[src/rtl/ex_mem_stage.sv]
// ex_mem_stage: execute-to-memory pipeline register with a 2-entry skid buffer, branch redirect and stall counter
module ex_mem_stage #(
  parameter int DATA_W = 32,
  parameter int REG_W  = 5,
  parameter int CNT_W  = 16
) (
  input  logic              clk,
  input  logic              reset,
  input  logic              flush,
  input  logic              ex_valid,
  output logic              ex_ready,
  input  logic [DATA_W-1:0] ex_alu_result,
  input  logic              ex_branch_taken,
  input  logic [DATA_W-1:0] ex_branch_target,
  input  logic [DATA_W-1:0] ex_store_data,
  input  logic [REG_W-1:0]  ex_dest_reg,
  input  logic              ex_mem_read,
  input  logic              ex_mem_write,
  input  logic              ex_reg_write,
  output logic              mem_valid,
  input  logic              mem_ready,
  output logic [DATA_W-1:0] mem_alu_result,
  output logic [DATA_W-1:0] mem_store_data,
  output logic [REG_W-1:0]  mem_dest_reg,
  output logic              mem_mem_read,
  output logic              mem_mem_write,
  output logic              mem_reg_write,
  output logic              redirect_valid,
  output logic [DATA_W-1:0] redirect_pc,
  output logic [1:0]        occupancy,
  output logic [CNT_W-1:0]  stall_count
);
  localparam int E_W = 2*DATA_W + REG_W + 3;
  logic [E_W-1:0] main_q, skid_q, in_e;
  logic main_valid, skid_valid, accept, pop;
  assign in_e = {ex_alu_result, ex_store_data, ex_dest_reg, ex_mem_read, ex_mem_write, ex_reg_write};
  assign ex_ready = !skid_valid;
  assign accept = ex_valid && ex_ready;
  assign pop = main_valid && mem_ready;
  assign mem_valid = main_valid;
  assign occupancy = {skid_valid, main_valid && !skid_valid};
  assign {mem_alu_result, mem_store_data, mem_dest_reg, mem_mem_read, mem_mem_write, mem_reg_write} = main_q;
  always_ff @(posedge clk) begin
    if (reset) begin
      main_valid <= 1'b0;
      skid_valid <= 1'b0;
      main_q <= '0;
      skid_q <= '0;
      redirect_valid <= 1'b0;
      redirect_pc <= '0;
      stall_count <= '0;
    end else if (flush) begin
      main_valid <= 1'b0;
      skid_valid <= 1'b0;
      redirect_valid <= 1'b0;
    end else begin
      redirect_valid <= accept && ex_branch_taken;
      if (accept && ex_branch_taken) redirect_pc <= ex_branch_target;
      // skid only ever fills when main is held, so it refills main on pop
      main_valid <= skid_valid || accept || (main_valid && !pop);
      skid_valid <= skid_valid ? !pop : (accept && main_valid && !pop);
      if (skid_valid && pop) main_q <= skid_q;
      else if (accept && (!main_valid || pop)) main_q <= in_e;
      if (accept && main_valid && !pop) skid_q <= in_e;
      if (ex_valid && !ex_ready && stall_count != '1) stall_count <= stall_count + 1'b1;
    end
  end
endmodule

[config.mk]
export PLATFORM = sky130hd
export DESIGN_NAME = ex_mem_stage
export DESIGN_NICKNAME = d
export VERILOG_FILES = /design/src/rtl/ex_mem_stage.sv
export SDC_FILE = /design/constraint.sdc
export NUM_CORES = 1
export LEC_CHECK = 0
export ABC_AREA = 1
export CAP_MARGIN = 0
export CORE_MARGIN = 3
export CORE_UTILIZATION = 50
export CTS_BUF_LIST = sky130_fd_sc_hd__clkbuf_16
export CTS_CLUSTER_DIAMETER = 50
export CTS_CLUSTER_SIZE = 25
export DETAILED_ROUTE_END_ITERATION = 8
export DONT_BUFFER_PORTS = 1
export GPL_TIMING_DRIVEN = 1
export RECOVER_POWER = 25
export SYNTH_ARGS = -nofsm -noshare
export SYNTH_HDL_FRONTEND = slang
export SYNTH_SLANG_ARGS = --single-unit
[constraint.sdc]
create_clock -name clk -period 4.2 [get_ports clk]
set_input_delay 1.05 -clock clk [delete_from_list [all_inputs] [get_ports clk]]
set_output_delay 1.05 -clock clk [all_outputs]
set_load 0.02 [all_outputs]
==> out/metrics.cfg <==
[status]
status=finished clean

[power]
vdd_ir_drop_max_v=0.000289
p_int_w=0.00276
cellPowerDensity_nw_per_um2=442
pwr-share-clk=0.388
power_leakage_nw=3.28
p_comb_frac=0.061
fin_total_pwr_w=0.00374
swShare=0.262
p_switching_w=0.000978
seq_power_share=0.551

[yosys]
ys_ff_latch=195
netlist_area_um2=7950
synth_nets=1224
synthArstFlopShare=0
postSynthAreaPerCell_um2=7.14
synth_edf_count=0
yosysWarnings=0
ys_seq_area_frac=0.491
synth_cells=1113
ys.flop_type=dfxtp_1
synth.distinct_cells=27

[worst_setup_path]
crit_top_cell=nor2_1
path_class=input port to flip-flop
critPathMaxStageDelay_ps=1060
critical_path.endpoint=redirect_pc[15]
cp.required_ps=4560
critPathLaunchType=input port
slowest_stage=clkbuf_1
crit_cells=8
crit_family=buffers and inverters
r2r_slack_ps=1350
arrival_ps=3280
crit_start=ex_valid
r2r.worst_path.cells=7
cp_max_fo=34
r2r_end=redirect_pc[15]
end_kind=flip-flop
cp_num_buf_inv=4
r2r_start=skid_valid
path_cells=inv_1 -> nor2_1 -> nand3_1 -> clkbuf_1 -> inv_1 -> clkbuf_1 -> nor2_1 -> nor2_1

[clock_network]
cts_root_buf=clkbuf_16
cts_sinks=195
h-tree-depth=4
cts_resized=0
path_clk_slew_ps=70
cts_setup_buffers=0
cts_hold_buf=0
clock_latency_ps=420
cts_buffers=17
cts_tree=done
clk_path_buf_depth=2

[job]
max_cap_violations=0

[grt]
grt_max_degree=112
grt_overflow=0
antenna_found_initial=1
grt_pass1_vias=5628
grt_pass1_wl_mm=30.6
grt.total_usage=0.214

[routing]
routed_wl_mm=19.0
drt_iter0_drc=351
drc=0
drt_first_pass_iters=4
viasPerCell=5.02
ant_nets=0
via_count=6480
wl_per_cell_um=14.8

[floorplan]
die_h_um=132
dieArea_um2=17400
ios=235
die_w_um=132
coreArea_um2=15400
fp-row-count=45
initial_core_util=0.517

[placed_design]
gp_congestion=0.812
post-place-ws_ps=1310
io_buffer_count=0
place_area_um2=7940
dpl.hpwl_mm=12.6

[timing]
rsz0062_at_grt=no
fin_crit_ps=2920
finalHoldViolCount=0
setup_viol=0
fin_tns_setup_ps=0
max_clock_freq_mhz=342
fin_ws_ps=1280
fin_crit_sh=0.696
clock_skew_ps=7.08
worst_pin_slew_ps=1440
report.final.slew_viol_count=0
slew-limit-headroom=0.0415

[finish]
synthToLayoutAreaGrowth_pct=6.31
final_cell_area_um2=8450
fin_nets=1177
drive_gt1_frac=0.0417

[hold_path]
hp-class=flip-flop to flip-flop

[worst min-delay path by stage]
stage / start / endpoint / slack (ps) / cells past startpoint
after global routing: skid_q[19] / skid_q[19] / 460 / 2
after global placement: skid_q[45] / skid_q[45] / 430 / 2
final: skid_q[5] / skid_q[5] / 450 / 2
after detailed placement: skid_q[49] / skid_q[49] / 440 / 2
after CTS: skid_q[69] / skid_q[69] / 450 / 2
after floorplan: skid_q[21] / skid_q[21] / 420 / 2
[logic make-up (layout without fill, tap and decap cells)]
logic type,after synthesis,count (layout),synth area share
other,0,1,0
DFF,195,195,0.491
adders and majority gates,1,1,0.00157
AOI/OAI and AO/OA,329,329,0.207
and+or+nand+nor,406,406,0.202
xor gates and xnor gates,2,2,0.00220
buffers and inverters,180,145,0.0960
[Yosys cell counts (2+ instances only)]
library cell,number,area share
nor2_1,250,0.12
o21ai_0,228,0.14
dfxtp_1,195,0.49
nand2_1,122,0.058
inv_1,103,0.049
a21oi_1,80,0.050
clkbuf_1,38,0.018
buf_2,25,0.016
nand3_1,21,0.013
o21ai_1,20,0.013
buf_6,7,0.0099
inv_2,3,0.0014
nand4_1,3,0.0024
buf_1,2,0.00094
nand2_4,2,0.0028
nand3b_1,2,0.0019
xor2_1,2,0.0022
[per-layer routing]
layer | vias to the layer above | routed length, um | global-route usage
met1 | 2801 | 8270 | 0.266
met5 | - | 0 | 0
li1 | 3473 | - | -
met3 | 22 | 1820 | 0.0893
met2 | 184 | 8630 | 0.335
met4 | 0 | 315 | 0.0729
[cell usage in the layout (no fill, tap or decap), types with 2 or more instances in the layout]
master      netlist  final
o21ai_0         228    228
o21ai_1          20     20
buf_12            0      2
clkbuf_1         38      2
nand2_4           2      2
nand4_1           3      3
buf_4             1      3
nand2_1         122    122
a21oi_1          80     80
nand3b_1          2      2
xor2_1            2      2
inv_2             3      3
clkbuf_16         0     17
dfxtp_1         195    195
inv_6             0      3
nor2_1          250    250
nand3_1          21     21
clkinv_2          0      6
inv_1           103    103
clkinvlp_4        0      3
[metrics by stage]
stage,hold WS [ps],util,cells
final,446,0.550,1290
after global routing,462,0.550,1290
after CTS,449,0.550,1289
after detailed placement,439,0.517,1258
after global placement,434,0.517,1258
after floorplan,425,-,1113
[worst register-to-register path, stage by stage (launching register included)]
cell	delay (ps)
dfxtp_1	600
nor2_1	150
nand3_1	90
clkbuf_1	870
inv_1	100
clkbuf_1	600
nor2_1	270
nor2_1	80
[cell type report]
cell class,instances,area (um^2)
Inverter,107,404
Multi-Input combinational cell,738,3290
Tap cell,211,264
Fill cell,1545,6920
Clock buffer,17,425
Antenna cell,1,2.50
Sequential cell,195,3900
Clock inverter,14,91.3
Timing Repair Buffer,7,70.1
[state kept, by name, summed over array words and instances (netlist names)]
signal	count
main_q	72
skid_q	72
redirect_pc	32
stall_count	16
mem_valid	1
redirect_valid	1
skid_valid	1
[power by group through the flow]
stage               clock [W]  sequential, W  combinational [W]
floorplan                   0        0.00208           0.000195
global placement            0        0.00210           0.000227
detailed placement          0        0.00210           0.000230
CTS                   0.00149        0.00206           0.000230
global route          0.00156        0.00207           0.000274
finish                0.00145        0.00206           0.000228
Note: power is estimated with default switching activity, not from simulation.
